**src/rtl/pakout_buf_pkg.sv**
```systemverilog
// Shared sizes and handshake FSM encodings for the pakout buffer.
package pakout_buf_pkg;

  localparam int unsigned NS_ON           = 1;
  localparam int unsigned NS_OFF          = 0;
  localparam int unsigned NS_ADDRESS_SIZE = 4;
  localparam int unsigned NS_DATA_SIZE    = 8;
  localparam int unsigned NS_PACKET_SIZE  = 2 * NS_ADDRESS_SIZE + NS_DATA_SIZE;

  typedef enum logic {
    IN_IDLE = 1'b0,
    IN_ACK  = 1'b1
  } in_state_t;

  typedef enum logic {
    OUT_IDLE = 1'b0,
    OUT_REQ  = 1'b1
  } out_state_t;

endpackage

```
**src/rtl/pakout_fifo.sv**
```systemverilog
// Synchronous FIFO with wrapping pointers and a registered occupancy count one bit wider than the pointers.
module pakout_fifo #(
  parameter int unsigned WIDTH = 16,
  parameter int unsigned DEPTH = 4
) (
  input  logic                     i_clk,
  input  logic                     i_rst,
  input  logic                     i_push,
  input  logic [WIDTH-1:0]         i_data,
  input  logic                     i_pop,
  output logic [WIDTH-1:0]         o_head_c,
  output logic [$clog2(DEPTH):0]   o_cnt,
  output logic                     o_full,
  output logic                     o_empty
);

  localparam int unsigned AW = $clog2(DEPTH);
  localparam int unsigned CW = AW + 1;

  logic [WIDTH-1:0] mem [DEPTH];
  logic [AW-1:0]    wr_ptr;
  logic [AW-1:0]    rd_ptr;
  logic [CW-1:0]    cnt_nxt;
  logic             push_ok;
  logic             pop_ok;

  assign push_ok  = i_push & ~o_full;
  assign pop_ok   = i_pop & ~o_empty;
  assign o_head_c = mem[rd_ptr];

  always_comb begin
    cnt_nxt = o_cnt;
    case ({push_ok, pop_ok})
      2'b10:   cnt_nxt = o_cnt + CW'(1);
      2'b01:   cnt_nxt = o_cnt - CW'(1);
      default: cnt_nxt = o_cnt;
    endcase
  end

  always_ff @(posedge i_clk) begin
    if (i_rst) begin
      wr_ptr  <= '0;
      rd_ptr  <= '0;
      o_cnt   <= '0;
      o_full  <= 1'b0;
      o_empty <= 1'b1;
    end else begin
      if (push_ok) wr_ptr <= wr_ptr + AW'(1);
      if (pop_ok)  rd_ptr <= rd_ptr + AW'(1);
      o_cnt   <= cnt_nxt;
      o_full  <= (cnt_nxt == CW'(DEPTH));
      o_empty <= (cnt_nxt == '0);
    end
  end

  // Storage carries no reset; pointers alone define validity.
  always_ff @(posedge i_clk) begin
    if (push_ok) mem[wr_ptr] <= i_data;
  end

endmodule

```
**src/rtl/pakout_buf.sv**
```systemverilog
// Packs req/ack messages into {dst,src,dat} packets, buffers them and replays them on a req/ack packet port.
// Define NS_PAKOUT_RANGE_CHK_EN to drop (but still acknowledge) messages with an out-of-range destination.
module pakout_buf
  import pakout_buf_pkg::*;
#(
  parameter int unsigned ASZ      = NS_ADDRESS_SIZE,
  parameter int unsigned DSZ      = NS_DATA_SIZE,
  parameter int unsigned PSZ      = NS_PACKET_SIZE,
  parameter int unsigned DEPTH    = 4,
  parameter int unsigned MIN_ADDR = 1,
  parameter int unsigned MAX_ADDR = 1
) (
  input  logic                   i_clk,
  input  logic                   i_rst,
  input  logic [ASZ-1:0]         i_src,
  input  logic [ASZ-1:0]         i_dst,
  input  logic [DSZ-1:0]         i_dat,
  input  logic                   i_req,
  output logic                   o_ack,
  output logic [PSZ-1:0]         o_pak,
  output logic                   o_req,
  input  logic                   i_ack,
  output logic [$clog2(DEPTH):0] o_cnt,
  output logic                   o_full,
  output logic                   o_err
);

  if (PSZ != 2 * ASZ + DSZ) begin : g_bad_psz
    $error("pakout_buf: PSZ must equal 2*ASZ+DSZ");
  end
  if ((DEPTH < 2) || ((DEPTH & (DEPTH - 1)) != 0)) begin : g_bad_depth
    $error("pakout_buf: DEPTH must be a power of two and at least 2");
  end
  if (MIN_ADDR > MAX_ADDR) begin : g_bad_range
    $error("pakout_buf: MIN_ADDR must not exceed MAX_ADDR");
  end

  in_state_t      in_state, in_state_nxt;
  out_state_t     out_state, out_state_nxt;
  logic           accept_c, in_range_c, push_c, pop_c;
  logic           ack_nxt, req_nxt;
  logic [PSZ-1:0] pak_nxt, head_c;
  logic           fifo_full, fifo_empty;

  pakout_fifo #(
    .WIDTH (PSZ),
    .DEPTH (DEPTH)
  ) u_fifo (
    .i_clk    (i_clk),
    .i_rst    (i_rst),
    .i_push   (push_c),
    .i_data   ({i_dst, i_src, i_dat}),
    .i_pop    (pop_c),
    .o_head_c (head_c),
    .o_cnt    (o_cnt),
    .o_full   (fifo_full),
    .o_empty  (fifo_empty)
  );

  assign o_full = fifo_full;

`ifdef NS_PAKOUT_RANGE_CHK_EN
  assign in_range_c = (i_dst >= ASZ'(MIN_ADDR)) && (i_dst <= ASZ'(MAX_ADDR));

  always_ff @(posedge i_clk) begin
    if (i_rst)                        o_err <= 1'b0;
    else if (accept_c && !in_range_c) o_err <= 1'b1;
  end
`else
  assign in_range_c = 1'b1;
  assign o_err      = 1'b0;
`endif

  // Input handshake: a full FIFO holds the request off until space frees up.
  always_ff @(posedge i_clk) begin
    if (i_rst) in_state <= IN_IDLE;
    else       in_state <= in_state_nxt;
  end

  always_comb begin
    in_state_nxt = in_state;
    case (in_state)
      IN_IDLE: if (i_req && !fifo_full) in_state_nxt = IN_ACK;
      IN_ACK:  if (!i_req)              in_state_nxt = IN_IDLE;
    endcase
  end

  always_comb begin
    accept_c = 1'b0;
    ack_nxt  = 1'b0;
    case (in_state)
      IN_IDLE: begin
        accept_c = i_req && !fifo_full;
        ack_nxt  = accept_c;
      end
      IN_ACK: ack_nxt = i_req;
    endcase
    push_c = accept_c && in_range_c;
  end

  // Output handshake: pop into o_pak only once the consumer has released i_ack.
  always_ff @(posedge i_clk) begin
    if (i_rst) out_state <= OUT_IDLE;
    else       out_state <= out_state_nxt;
  end

  always_comb begin
    out_state_nxt = out_state;
    case (out_state)
      OUT_IDLE: if (!fifo_empty && !i_ack) out_state_nxt = OUT_REQ;
      OUT_REQ:  if (i_ack)                 out_state_nxt = OUT_IDLE;
    endcase
  end

  always_comb begin
    pop_c   = 1'b0;
    req_nxt = 1'b0;
    pak_nxt = o_pak;
    case (out_state)
      OUT_IDLE: begin
        pop_c   = !fifo_empty && !i_ack;
        req_nxt = pop_c;
        if (pop_c) pak_nxt = head_c;
      end
      OUT_REQ: req_nxt = !i_ack;
    endcase
  end

  always_ff @(posedge i_clk) begin
    if (i_rst) begin
      o_ack <= 1'b0;
      o_req <= 1'b0;
      o_pak <= '0;
    end else begin
      o_ack <= ack_nxt;
      o_req <= req_nxt;
      o_pak <= pak_nxt;
    end
  end

endmodule

```
**config.mk**
```make
export PLATFORM = sky130hd
export DESIGN_NAME = pakout_buf
export DESIGN_NICKNAME = d
export VERILOG_FILES = /design/src/rtl/pakout_buf_pkg.sv /design/src/rtl/pakout_fifo.sv /design/src/rtl/pakout_buf.sv
export SDC_FILE = /design/constraint.sdc
export NUM_CORES = 1
export LEC_CHECK = 0
export CORE_UTILIZATION = 49
export CTS_CLUSTER_DIAMETER = 60
export DETAILED_ROUTE_END_ITERATION = 7
export PLACE_DENSITY = 0.75
export SYNTH_ARGS = -nofsm -noshare
export SYNTH_HDL_FRONTEND = slang
export SYNTH_SLANG_ARGS = --single-unit
```
**constraint.sdc**
```tcl
create_clock -name i_clk -period 2.34 [get_ports i_clk]
set_input_delay 0.585 -clock i_clk [delete_from_list [all_inputs] [get_ports i_clk]]
set_output_delay 0.585 -clock i_clk [all_outputs]
set_load 0.02 [all_outputs]
```
After elaboration in Yosys (flattened, before gate mapping)
Memories as Yosys holds them, arrays and structs flattened. A register that Yosys moved wholly into a read port is not among the register bits. Cells that the tools add are included. W data, S select, Z words.

Register bits: 13. Bits in writable memories: 64. Bits of input ports: 20. Logic and storage cells: 43. Memories: 1.

Memories: u_fifo.mem (depth 4, bits a word 16, read ports 1, clocked after memory_dff 1, wr ports 1, RTL line pakout_fifo.sv:20) `logic [WIDTH-1:0] mem [DEPTH];`.

Add/sub/neg operators: 4. Equal/unequal tests: 3. Multiplexer cells: 13. Bitwise logic cells: 6. Reductions and logical operators: 7.

Operators with widths (count): $mux W1 (8); $pmux W1 S2 (4); $pmux W3 S2 (1); $add A2 B1 Y2 const B (2); $not A1 Y1 (4); $add A3 B1 Y3 const B (1); $eq A3 B3 Y1 const B (1); $logic_not A1 Y1 (3); $logic_not A3 Y1 (1); $sub A3 B1 Y3 const B (1); $and A1 B1 Y1 (2); $eq A2 B1 Y1 const B (1); $eq A2 B2 Y1 const B (1); $logic_and A1 B1 Y1 (2); $reduce_and A2 Y1 (1).

Longest topological paths before layout
Word-level depth: 7. Depth in mapped cells: 7. Mapped depth without buffers: 7.

Modules after synthesis
A second synthesis with hierarchy kept.

Cells, all modules: 227. Area, all modules: 3708.6 um^2.

Modules (own cells, without submodules): pakout_fifo (times used 1, cells each 142, area an instance 2885.3 um^2, sequential area each 2142.1 um^2); pakout_buf (times used 1, cells each 85, area an instance 823.3 um^2, sequential area each 360.3 um^2).

Worst setup path before layout
OpenSTA, ideal clock, no wires.

Path type: input port to flip-flop. Start: in i_req. End: reg u_fifo.o_empty. Setup time: 0.116 ns. Data arrival time: 2.284 ns. Required time: 2.224 ns. Path slack: -0.060 ns. Stages: 7. Path buffers: 0. Cell sequence: nor3b_2 inv_1 ha_1 fa_1 xnor2_1 or3_1 a31o_2.

Cells in the longest elaborated chain, start to end: 6. Elaborated cells between the ends (all ways): 7. Those cells by class: eq/ne: 2; mux: 2; bitwise: 1; reduce/logical: 2.

RTL lines: start: declaration (RTL line pakout_buf.sv:18) `input logic i_req,`; $logic_and A1 B1 Y1 * (RTL line pakout_buf.sv:93) `accept_c = i_req && !fifo_full;`; $mux W1 * (RTL line pakout_buf.sv:91) `case (in_state)`; $and A1 B1 Y1 * (RTL line pakout_fifo.sv:27) `assign push_ok = i_push & ~o_full;`; $eq A2 B1 Y1 / $eq A2 B2 Y1 (equally long branches) (RTL line pakout_fifo.sv:33) `case ({push_ok, pop_ok})`; $pmux W3 S2 * (RTL line pakout_fifo.sv:33); $logic_not A3 Y1 * (RTL line pakout_fifo.sv:52) `o_empty <= (cnt_nxt == '0);`; end signal: assignment (RTL line pakout_fifo.sv:52); end: declaration (RTL line pakout_fifo.sv:14) `output logic o_empty`.

Every way passes the cells marked *; elsewhere a longest branch is shown, timed or not. A chain may end at the register's enable or synchronous reset.

Final worst setup path
Same ends and word-level chain as after synthesis.

==> insert_results.sql <==
INSERT INTO impl_metrics (metric_group, metric, value, unit) VALUES
('worst_hold_path', 'min-delay-start', 'o_pak[8]$_SDFFE_PP0N_', ''),
('power', 'p_leak', '1.47', 'nW'),
('synth', 'syn-instance-count', '175', ''),
('power', 'power_report.internal_total', '2.79', 'mW'),
('place', 'port_buf_inserts', '41', ''),
('worst_setup_path', 'crit_path_end_kind', 'flop', ''),
('power', 'seqPwrFrac', '52.8', '%'),
('worst_setup_path', 'r2r_end', 'u_fifo.o_empty$_SDFF_PP1_', ''),
('cts', 'clock_path_buffers', '2', ''),
('global_route', 'grt_overflow', '0', ''),
('cts', 'clock-sinks', '91', ''),
('power', 'irDropWorstVdd', '0.475', 'mV'),
('cells_and_area', 'layout_common_cells', 'sky130_fd_sc_hd__edfxtp_1, sky130_fd_sc_hd__clkdlybuf4s50_1, sky130_fd_sc_hd__dfxtp_1, sky130_fd_sc_hd__a22o_1, sky130_fd_sc_hd__buf_4', ''),
('global_route', 'wire_length_of_the_first_global_routing_pass', '8900', 'um'),
('synth', 'dominantRegCellSynth', 'sky130_fd_sc_hd__edfxtp_1', ''),
('cts', 'clkSlewWorstSetupHoldPaths', '0.08', 'ns'),
('route', 'first_pass_iters', '4', ''),
('route', 'route.detailed.vias_per_inst', '5.45', ''),
('die', 'die_h', '85.4', 'um'),
('route', 'via_count', '1739', ''),
('sta', 'layout_min_cycle_time', '2.19', 'ns'),
('worst_hold_path', 'min_path_type', 'reg -> reg', ''),
('cts', 'clock_latency', '0.34', 'ns'),
('worst_setup_path', 'worst_setup_path_start_kind', 'primary input', ''),
('sta', 'slew-limit-headroom', '47.5', '%'),
('cts', 'tritoncts', 'done', ''),
('die', 'start_util', '50.5', '%'),
('power', 'power_frac_comb', '15.9', '%'),
('worst_setup_path', 'data_required_critical_path', '2.58', 'ns'),
('synth', 'synth_seq_cells', '91', ''),
('worst_setup_path', 'worstReg2RegStart', 'u_fifo.o_full$_SDFF_PP0_', ''),
('die', 'die-area', '0.00730', 'mm^2'),
('synth', 'netlist_area', '0.00341', 'mm^2'),
('die', 'core', '0.00676', 'mm^2'),
('worst_setup_path', 'critical_path.top_delay_family', 'adder cells', ''),
('sta', 'fmaxAchievable', '457', 'MHz'),
('worst_setup_path', 'worst-setup-path-type', 'in -> reg', ''),
('cells_and_area', 'final_core_utilization', '63.3', '%'),
('synth', 'yosys_warnings', '0', ''),
('sta', 'worst_pin_slew', '0.787', 'ns'),
('worst_setup_path', 'cpMaxStageDelayCell', 'sky130_fd_sc_hd__fa_2', ''),
('die', 'rows', '30', ''),
('cells_and_area', 'drive_above_1_share', '20.1', '%'),
('sta', 'final_min_period_over_clock_period', '93.5', '%'),
('worst_hold_path', 'min_delay_worst_endpoint', 'o_pak[8]$_SDFFE_PP0N_', ''),
('synth', 'yosys.cell_types.count', '34', ''),
('sta', 'setup_viol', '0', ''),
('power', 'share_clk_of_total_power', '31.3', '%'),
('die', 'die_width', '85.4', 'um'),
('route', 'antenna_violating_nets_post_route', '0', ''),
('flow_run', 'timing.max_cap.violations', '0', ''),
('worst_setup_path', 'list_of_cells_traversed_by_the_critical_path', 'dlygate4sd2_1, nor3b_4, inv_1, ha_2, fa_2, xnor2_2, or3_4, a31o_4', ''),
('run_status', 'outcome', 'completed', ''),
('route', 'total_wirelength', '5570', 'um'),
('cells_and_area', 'n_antenna_cell', '0', ''),
('place', 'gpl.final_weighted_congestion', '0.699', ''),
('cells_and_area', 'finish.instance_area', '0.00428', 'mm^2'),
('sta', 'final.setup_skew', '0.00691', 'ns'),
('route', 'drt-initial-drc-count', '59', ''),
('worst_setup_path', 'critical_path_peak_fanout', '3', ''),
('worst_setup_path', 'ff2ff_setup_slack', '0.22', 'ns'),
('sta', 'final_max_slew_viol_count', '0', ''),
('global_route', 'antenna_found_initial', '0', ''),
('cts', 'cts.hold.buffers_added', '0', ''),
('place', 'dp.final_hpwl', '3570', 'um'),
('global_route', 'grt_pass1_vias', '1716', ''),
('worst_setup_path', 'critPathBufInv', '2', ''),
('sta', 'final_setup_tns', '0', 'ns'),
('sta', 'finalHoldViolCount', '0', ''),
('synth', 'syn_area_per_cell', '19.5', 'um^2'),
('synth', 'synth_edf_count', '64', '');
state kept, by name, indices dropped and copies added (netlist names):
| signal | flops |
|---|---|
| u_fifo.mem | 64 |
| o_pak | 16 |
| u_fifo.o_cnt | 3 |
| u_fifo.rd_ptr | 2 |
| u_fifo.wr_ptr | 2 |
| in_state | 1 |
| out_state | 1 |
| u_fifo.o_empty | 1 |
| u_fifo.o_full | 1 |
stage by stage:
step | hold WS (ns) | total power [mW] | setup slack, ns | std cells
CTS | 0.483 | 3.68 | 0.0242 | 319
floorplan | 0.514 | 2.29 | 0.0294 | 175
finish | 0.481 | 3.63 | 0.153 | 319
global placement | 0.460 | 2.50 | -0.358 | 302
global route | 0.497 | 3.79 | 0.0761 | 319
detailed placement | 0.465 | 2.52 | -0.454 | 302
power groups by stage:
stage | Sequential, mW | Combinational (mW) | Clock, mW
2_1_floorplan | 1.98 | 0.306 | 0
3_3_place_gp | 1.95 | 0.551 | 0
3_5_place_dp | 1.96 | 0.562 | 0
4_1_cts | 1.92 | 0.587 | 1.17
5_1_grt | 1.94 | 0.628 | 1.23
6_report | 1.92 | 0.578 | 1.14
cell families (layout without fill, tap and decap cells):
kind of cell / count (synthesis) / in the layout / share of synthesized area [%]
other: 1 / 1 / 0.110
buffers and inverters: 12 / 76 / 2.27
and+or+nand+nor: 20 / 20 / 4.40
xor gates and xnor gates: 4 / 4 / 1.03
DFF: 91 / 91 / 72.2
muxes: 18 / 18 / 12.0
AOI/OAI and AO/OA: 23 / 23 / 5.54
adders and majority gates: 6 / 6 / 2.42
layer usage:
| layer | share of wire, % | GRT usage [%] | vias up |
|---|---|---|---|
| li1 | - | - | 820 |
| met1 | 44 | 20.6 | 872 |
| met2 | 51 | 29.2 | 42 |
| met3 | 4.1 | 4.67 | 5 |
| met4 | 0.90 | 5.45 | 0 |
| met5 | 0 | 0 | - |
final cells by class:
cell class | instances | area, um^2 | share of cell area [%]
Tap cell | 80 | 100 | 2.34
Clock buffer | 12 | 145 | 3.39
Multi-Input combinational cell | 72 | 908 | 21.2
Inverter | 4 | 15.0 | 0.351
Clock inverter | 4 | 73.8 | 1.73
Timing Repair Buffer | 56 | 574 | 13.4
Sequential cell | 91 | 2460 | 57.5
repair_timing:
action / in CTS / in global routing
pin swaps: 5 / 0
buffers inserted: 1 / 0
resized for setup: 6 / 1
endpoints found under the setup margin: 2 / 1
cells in the mapped netlist (all sizes together) (2+ instances only):
master | instances | area share (%)
edfxtp | 64 | 56
dfxtp | 27 | 16
a22o | 16 | 4.1
mux4 | 16 | 11
buf | 7 | 1.7
nor2 | 6 | 0.73
ha | 5 | 1.8
and2 | 4 | 0.73
inv | 4 | 0.44
xnor2 | 4 | 1.0
a211oi | 2 | 0.44
mux2i | 2 | 0.59
nand2b | 2 | 0.37
nor3b | 2 | 0.59
how the worst max path moves through the flow:
stage / start / end / slack, ns / cells after the start
after CTS: i_ack / u_fifo.o_empty$_SDFF_PP1_ / 0.02 / 7
after floorplan: i_req / u_fifo.o_empty$_SDFF_PP1_ / 0.03 / 7
after global placement: i_req / u_fifo.o_empty$_SDFF_PP1_ / -0.36 / 8
after detailed placement: i_req / u_fifo.o_empty$_SDFF_PP1_ / -0.45 / 8
final: i_req / u_fifo.o_empty$_SDFF_PP1_ / 0.15 / 8
after global routing: i_req / u_fifo.o_empty$_SDFF_PP1_ / 0.08 / 8
Note: power is estimated with default switching activity, not from simulation.
